<file path="config.mk">
export PLATFORM = sky130hd
export DESIGN_NAME = gcd_lcm_engine
export DESIGN_NICKNAME = d
export VERILOG_FILES = /design/src/rtl/gcd_lcm_engine.sv
export SDC_FILE = /design/constraint.sdc
export NUM_CORES = 1
export LEC_CHECK = 0
export CAP_MARGIN = 20
export CORE_ASPECT_RATIO = 0.9
export CORE_MARGIN = 2
export CORE_UTILIZATION = 59
export DETAILED_ROUTE_END_ITERATION = 6
export PLACE_DENSITY = 0.81
export SLEW_MARGIN = 25
export SYNTH_ARGS = -nofsm -noshare
export SYNTH_HDL_FRONTEND = slang
export SYNTH_SLANG_ARGS = --single-unit
</file>
<file path="constraint.sdc">
create_clock -name CLK -period 4.54 [get_ports CLK]
set_input_delay 0.908 -clock CLK [delete_from_list [all_inputs] [get_ports CLK]]
set_output_delay 0.908 -clock CLK [all_outputs]
set_load 0.01 [all_outputs]
</file>
<file path="src/rtl/gcd_lcm_engine.sv">
// Iterative GCD/LCM engine: GCD by repeated subtraction, LCM by stepping
// multiples of each operand until they meet, both under a small IDLE/RUN/FIN controller.
module gcd_lcm_engine #(
  parameter int WIDTH = 8,
  parameter int CNT_W = 16
) (
  input  logic                 CLK,
  input  logic                 RESET,
  input  logic                 START,
  input  logic                 MODE,
  input  logic [WIDTH-1:0]     X,
  input  logic [WIDTH-1:0]     Y,
  output logic [2*WIDTH-1:0]   RESULT,
  output logic                 DONE,
  output logic                 BUSY,
  output logic                 ERR,
  output logic [CNT_W-1:0]     ITERS
);

  localparam int W2 = 2 * WIDTH;

  typedef enum logic [1:0] {IDLE = 2'd0, RUN = 2'd1, FIN = 2'd2} state_t;

  state_t           state_reg, state_next;
  logic             start_q_reg;
  logic             mode_reg, mode_next;
  logic [W2-1:0]    a_reg, a_next, b_reg, b_next;
  logic [WIDTH-1:0] xs_reg, xs_next, ys_reg, ys_next;
  logic [W2-1:0]    result_reg, result_next;
  logic             done_reg, done_next, busy_reg, busy_next, err_reg, err_next;
  logic [CNT_W-1:0] iters_reg, iters_next;

  logic             launch, zero_case, equal_ops;
  logic [W2-1:0]    xs_ext, ys_ext;

  assign launch    = START & ~start_q_reg & (state_reg != RUN);
  assign xs_ext    = {{WIDTH{1'b0}}, xs_reg};
  assign ys_ext    = {{WIDTH{1'b0}}, ys_reg};
  assign zero_case = mode_reg ? ((xs_reg == '0) || (ys_reg == '0))
                              : ((a_reg == '0) || (b_reg == '0));
  assign equal_ops = (a_reg == b_reg);

  // start_q keeps following the button under reset, so a press held through
  // reset release is not mistaken for a fresh rising edge.
  always_ff @(posedge CLK) begin
    start_q_reg <= START;
    if (RESET) begin
      state_reg  <= IDLE;
      mode_reg   <= 1'b0;
      a_reg      <= '0;
      b_reg      <= '0;
      xs_reg     <= '0;
      ys_reg     <= '0;
      result_reg <= '0;
      done_reg   <= 1'b0;
      busy_reg   <= 1'b0;
      err_reg    <= 1'b0;
      iters_reg  <= '0;
    end else begin
      state_reg  <= state_next;
      mode_reg   <= mode_next;
      a_reg      <= a_next;
      b_reg      <= b_next;
      xs_reg     <= xs_next;
      ys_reg     <= ys_next;
      result_reg <= result_next;
      done_reg   <= done_next;
      busy_reg   <= busy_next;
      err_reg    <= err_next;
      iters_reg  <= iters_next;
    end
  end

  always_comb begin
    state_next = state_reg;
    case (state_reg)
      IDLE, FIN: if (launch) state_next = RUN;
      RUN:       if (zero_case || equal_ops) state_next = FIN;
      default:   state_next = IDLE;
    endcase
  end

  always_comb begin
    mode_next   = mode_reg;
    a_next      = a_reg;
    b_next      = b_reg;
    xs_next     = xs_reg;
    ys_next     = ys_reg;
    result_next = result_reg;
    done_next   = done_reg;
    busy_next   = busy_reg;
    err_next    = err_reg;
    iters_next  = iters_reg;

    if (launch) begin
      a_next     = {{WIDTH{1'b0}}, X};
      b_next     = {{WIDTH{1'b0}}, Y};
      xs_next    = X;
      ys_next    = Y;
      mode_next  = MODE;
      iters_next = '0;
      done_next  = 1'b0;
      err_next   = 1'b0;
      busy_next  = 1'b1;
    end else if (state_reg == RUN) begin
      if (zero_case) begin
        // LCM with a zero operand is undefined; GCD(0,n)=n is legal.
        if (mode_reg) begin
          result_next = '0;
          err_next    = 1'b1;
        end else begin
          result_next = a_reg | b_reg;
          err_next    = (a_reg == '0) && (b_reg == '0);
        end
      end else if (equal_ops) begin
        result_next = a_reg;
        err_next    = 1'b0;
      end else begin
        if (iters_reg != '1) iters_next = iters_reg + CNT_W'(1);
        if (mode_reg) begin
          if (a_reg < b_reg) a_next = a_reg + xs_ext;
          else               b_next = b_reg + ys_ext;
        end else begin
          if (a_reg > b_reg) a_next = a_reg - b_reg;
          else               b_next = b_reg - a_reg;
        end
      end
      if (zero_case || equal_ops) begin
        done_next = 1'b1;
        busy_next = 1'b0;
      end
    end
  end

  assign RESULT = result_reg;
  assign DONE   = done_reg;
  assign BUSY   = busy_reg;
  assign ERR    = err_reg;
  assign ITERS  = iters_reg;

endmodule

</file>
==> impl_metrics.toml, run 1 <==
[detailed_routing]
routedWlPerCell_um = 17.1
drt_first_pass_iters = 7
wl_met1_um = 7510
route.top_layer_used = "met4"
first_iter_violations = 491
met2_wirelength_um = 7740
drt-total-wl_um = 17000
drcViolationCount = 4
ant_nets = 0
wl_met3_um = 1240
dr_total_vias = 6027
drt-vias-per-instance = 6.05

[logic_synthesis]
synth_mux_area_frac = 0.0258
synth_top_area_share = 0.277
synth_top_family_by_area = "simple AND/OR/NAND/NOR gates"
netlist_instances = 828
synthArstFlopShare = 0
synth_fa_ha_area_frac = 0.125
syn_nets = 909
ys_types = 66
synth_edf_count = 0
ys_ff_latch = 87
synth.avg_cell_area_um2 = 7.60
ys_seq_area_frac = 0.277
synth-compound-area-share = 0.200
syn_area_um2 = 6290
synthXorXnorAreaFrac = 0.0765
yosys.area.top_type = "dfxtp_1"
ys.flop_type = "dfxtp_1"
ys_warn_count = 0
synth_simple_gate_area_frac = 0.240
yosys-top-cells-area = "dfxtp_1 (28%), ha_1 (12%), nor2_1 (7.9%)"

[global_route]
overflow = 0
antenna_found_initial = 0
grt_first_pass_wirelength_um = 28000
grt_max_degree = 47
grt_pass1_vias = 5644
grtUsageTotal = 0.304

[finish]
drive_gt1_frac = 0.0484
final_cell_mix = "nor2_1 (132), dfxtp_1 (86), nand2_1 (80)"
layout_commonest_cell = "nor2_1"
n_antenna_cell = 0
nets = 945
final_core_util = 0.699
syn_to_final_growth_pct = 14.7
fillers = 871

[clock_network]
cts_sinks = 87
post_cts_buffers = 0
root_buffer = "clkbuf_16"
ctsResizeCount = 0
cts.path.max_buffers = 2
cts_made_buffers = 9
holdBufCountCts = 0
tritoncts = "yes"
clock_tree.htree_level_count = 3
insertion_delay_ns = 0.35
clk_pin_slew_ns = 0.06

[timing]
fin_crit_ns = 3.68
clock.fmax_mhz = 272
hold_ws_ns = 0.480
setup_viol = 0
relSlewSlack = 0.411
final.period_utilization = 0.810
tightest_slew_ns = 0.883
final.setup_skew_ns = 0.00709
hold_viol = 0
rsz0062_at_grt = "no"
slew_viol_final = 0
setup-tns-final_ns = 0

[placement]
hpwlAfterDp_um = 12800
gp_congestion = 0.946
io_buffers = 54

[power]
p_leak_nw = 2.63
switching_share = 0.400
ir_worst_vdd_v = 0.000328
pwr-share-seq = 0.272
pwr-share-clk = 0.242
p_int_w = 0.00202
power_frac_comb = 0.486
p_per_area_nw_per_um2 = 466
p_total_w = 0.00336
netSwitchingPower_w = 0.00135

[floorplanning]
die_h_um = 102
fp.dieW_um = 113
core-area_um2 = 10300
start_util = 0.609
die_area_um2 = 11500
row_count = 35
ios = 55

[worst_setup_path]
endpoint_kind = "flip-flop"
crit-reg2reg-launch = "a_reg[2]"
ff2ff_path_depth = 10
crit_type = "flip-flop to flip-flop"
path_max_fanout = 13
cp.arrival_ns = 3.95
cp-startpoint = "a_reg[2]"
cp.required_ns = 4.81
start_kind = "flip-flop"

[flow_run]
drv_cap = 0

[run_status]
failed_checks = "design-rule violations"
outcome = "complete, but fails checks"

[hold_path]
hold_class = "flip-flop to flip-flop"
hp-start = "ys_reg[0]"
min_path_cells = 2
Yosys cell counts (all sizes together), types with 4 or more instances:
library cell  instances
nor2                133
dfxtp                87
nand2                81
a21oi                73
ha                   58
inv                  51
xnor2                42
o21ai                34
clkbuf               31
a211oi               30
nor3                 20
nor4                 20
mux2i                14
nand3                13
xor2                 13
nand4                11
o31ai                11
nand2b                9
or3                   9
buf                   7
o211ai                7
a31oi                 6
and3                  6
o21bai                6
a311oi                5
and4                  5
nor2b                 5
and2                  4
o21a                  4
power groups by stage:
stage	Combinational, W	Clock, W	Sequential, W
6_report	0.00163	0.000814	0.000915
5_1_grt	0.00180	0.000848	0.000926
4_1_cts	0.00161	0.000822	0.000914
3_5_place_dp	0.00159	0	0.000930
3_3_place_gp	0.00155	0	0.000926
2_1_floorplan	0.00121	0	0.000917
worst max-delay path, stage by stage (launching register included):
cell and delay [ns]:
dfxtp_1 0.54, inv_1 0.14, ha_1 0.40, o21bai_1 0.15, and2_1 0.22, o21ai_2 0.16, a21boi_2 0.11, o31ai_1 0.58
nand3_1 0.65, o32a_1 0.53, a31oi_1 0.12
area by class of cell:
type	count	area [um^2]	share of cell area
clock buffers	11	253	0.0350
clock inverters	3	67.6	0.00936
inverters	51	191	0.0265
multi-input cells	652	4200	0.582
flip-flops and latches	87	1740	0.241
well taps	129	161	0.0224
repair buffers	63	603	0.0835
layer usage:
metal / up-vias / global-route usage
met5: - / 0
met4: 0 / 0.123
met3: 37 / 0.0575
met2: 259 / 0.486
met1: 2766 / 0.409
li1: 2965 / -
through the flow:
step / setup slack (ns) / instance area [um^2] / std cells
after floorplan: 1.23 / 6290 / 828
after global placement: 1.06 / 6900 / 982
after detailed placement: 0.948 / 6900 / 982
after CTS: 0.940 / 7220 / 996
after global routing: 0.577 / 7220 / 996
final: 0.863 / 7220 / 996
path summary, 6_finish.rpt:
| check | end | slack (ns) |
|---|---|---|
| setup reg to reg | a_reg[14] | 0.86 |
| hold / removal | ys_reg[0] | 0.48 |
| hold reg to reg | ys_reg[0] | 0.48 |
| setup / recovery | a_reg[14] | 0.86 |
kinds of logic (layout without fill, tap and decap cells):
logic type	after synthesis	after routing
AO/OA/AOI/OAI	197	197
AND/OR/NAND/NOR	323	323
flip-flops	87	87
multiplexers	16	16
XOR/XNOR	55	55
adder cells (fa/ha/maj)	61	61
buffers and inverters	89	128
Power figures use the tool's default switching activity.
==> inputs of run 2 (changes only) <==
--- a/config.mk
+++ b/config.mk
@@ -8,9 +8,9 @@
 export CAP_MARGIN = 20
 export CORE_ASPECT_RATIO = 0.9
 export CORE_MARGIN = 2
-export CORE_UTILIZATION = 59
+export CORE_UTILIZATION = 53
 export DETAILED_ROUTE_END_ITERATION = 6
-export PLACE_DENSITY = 0.81
+export PLACE_DENSITY = 0.77
 export SLEW_MARGIN = 25
 export SYNTH_ARGS = -nofsm -noshare
 export SYNTH_HDL_FRONTEND = slang
==> constraint.sdc (replaced) <==
create_clock -name CLK -period 3 [get_ports CLK]
set_input_delay 0.6 -clock CLK [delete_from_list [all_inputs] [get_ports CLK]]
set_output_delay 0.6 -clock CLK [all_outputs]
set_load 0.01 [all_outputs]
==> impl_metrics.toml, run 2 (same netlist as run 1, synthesis figures left out) <==
[clock_network]
holdBufCountCts = 0
clk_pin_slew_ns = 0.07
cts.path.max_buffers = 2
cts_sinks = 87
cts_made_buffers = 9
root_buffer = "clkbuf_16"
insertion_delay_ns = 0.35
clock_tree.htree_level_count = 3
tritoncts = "yes"

[timing]
setup_viol = 1
relSlewSlack = 0.595
hold_viol = 0
setup_slack_ns = -0.150
final.setup_skew_ns = 0.0117
fin_crit_ns = 3.15
clock.fmax_mhz = 317
rsz0062_at_grt = "yes"
final.period_utilization = 1.05
tightest_slew_ns = 0.608
slew_viol_final = 0

[worst_setup_path]
cp.arrival_ns = 3.43
path_max_fanout = 4
ff2ff_path_depth = 14
crit_type = "flip-flop to flip-flop"
crit_top_cell = "xor2_1"
crit-reg2reg-launch = "a_reg[1]"
endpoint_kind = "flip-flop"
critPathMaxStageDelay_ns = 0.40
start_kind = "flip-flop"
cp.required_ns = 3.28
cp-startpoint = "a_reg[1]"
cp_num_cells = 14
crit_chain = "inv_2, ha_4, buf_4, xor2_1, o21ai_0, ha_1, o21ai_1, o211ai_1, nand3_1, a31oi_2, a211oi_2, xor2_1, or3_1, a21oi_1"
crit_slowest_cell = "dfxtp_1"
path_buf_inv = 2
cpLargestDelayFamily = "compound AO/OA/AOI/OAI gates"

[power]
p_leak_nw = 3.07
p_per_area_nw_per_um2 = 696
ir_worst_vdd_v = 0.000438

[floorplanning]
ios = 55
die_h_um = 107
row_count = 37
core-area_um2 = 11500
die_area_um2 = 12800
fp.dieW_um = 119
start_util = 0.546

[detailed_routing]
drt_first_pass_iters = 6
routedWlPerCell_um = 17.2
first_iter_violations = 468
drt-total-wl_um = 18900
ant_nets = 0
dr_total_vias = 6387
drt-vias-per-instance = 5.80
drcViolationCount = 0

[run_status]
outcome = "complete, but fails checks"
failed_checks = "negative setup slack"

[placement]
io_buffers = 54
gp_congestion = 1.03
dp_cells = 1076
post-place-ws_ns = -0.0920
hpwlAfterDp_um = 13900

[finish]
stdcell_count = 1101
drive_gt1_frac = 0.161
nets = 1021
final_cell_mix = "nor2_1 (131), dfxtp_1 (82), buf_4 (79)"
layout_commonest_cell = "nor2_1"
n_antenna_cell = 0
syn_to_final_growth_pct = 28.4

[global_route]
antenna_found_initial = 0
overflow = 0
grt-busiest-layer = "met2"
use_met2 = 0.466
grt_first_pass_wirelength_um = 29900
grt_pass1_vias = 6085
grt_max_degree = 54
met3_usage = 0.0636
grt_util_met1 = 0.397
grtUsageTotal = 0.295

[flow_run]
drv_cap = 0

[hold_path]
hp-start = "ys_reg[3]"
min_path_cells = 2
hold_class = "flip-flop to flip-flop"
==> run 2: cell count changes in the layout (fill, tap and decap cells not counted), moves of 3 or more <==
| cell | change |
|---|---|
| nand2_2 | +3 |
| buf_12 | +5 |
| nor3_1 | -3 |
| inv_6 | +3 |
| nand2_1 | -3 |
| a21oi_1 | -4 |
| a21oi_2 | +3 |
| dfxtp_1 | -4 |
| buf_4 | +70 |
| o21ai_0 | -4 |
==> run 2: stage by stage <==
stage	util	hold slack, ns	total power [W]	instance area [um^2]	TNS (ns)
after floorplan	-	0.446	0.00322	6300	0
after global placement	0.651	0.458	0.00408	7500	-0.0164
after detailed placement	0.651	0.471	0.00414	7500	-0.115
after CTS	0.680	0.481	0.00537	7840	-0.0505
after global routing	0.701	0.504	0.00598	8080	-0.369
final	0.701	0.481	0.00562	8080	-0.150
==> run 2: path summary, 6_finish.rpt <==
kind / slack [ns] / to
min reg2reg: 0.48 / ys_reg[3]
min: 0.48 / ys_reg[3]
max reg2reg: -0.15 / b_reg[15]
max: -0.15 / b_reg[15]
==> run 2: worst min-delay path, cell delays in order (launching register included) <==
cell,delay [ns]
dfxtp_1,0.33
nand2_1,0.06
a21oi_1,0.05
==> run 2: what timing repair did <==
| action | CTS | global route |
|---|---|---|
| buffers inserted | 1 | 7 |
| gates resized for setup | 6 | 39 |
| endpoints found under the setup margin | 3 | 33 |
| endpoints found under the hold margin | 0 | 0 |
| gates cloned | 0 | 1 |
| pin swaps | 1 | 24 |
==> run 2: final cells by class <==
type / instances / area [um^2]
multi-input cells: 652 / 4380
fillers: 892 / 3450
flip-flops and latches: 87 / 1750
repair buffers: 139 / 1250
clock buffers: 10 / 239
well taps: 156 / 195
inverters: 51 / 191
clock inverters: 6 / 66.3
==> run 2: metal layers <==
| layer | wire length [um] | part of all wire |
|---|---|---|
| met1 | 8470 | 0.45 |
| met2 | 8560 | 0.45 |
| met3 | 1460 | 0.077 |
| met4 | 439 | 0.023 |
| met5 | 0 | 0 |
==> run 2: where the power goes <==
group / leakage (nW) / internal, W / total [W] / switching, W
Sequential: 0.710 / 0.00126 / 0.00135 / 0.0000899
Combinational: 2.21 / 0.00142 / 0.00309 / 0.00167
Clock: 0.154 / 0.000675 / 0.00118 / 0.000506
==> inputs of run 3 (changes only) <==
==> constraint.sdc (replaced) <==
create_clock -name CLK -period 3 [get_ports CLK]
set_input_delay 0.6 -clock CLK [delete_from_list [all_inputs] [get_ports CLK]]
set_output_delay 0.6 -clock CLK [all_outputs]
set_load 0.005 [all_outputs]
==> results of run 3 <==
The final DEF is identical to that of run 2. Status: complete, but fails checks: negative setup slack.
Main changes from that run: total power 0.00562 W -> 0.00561 W
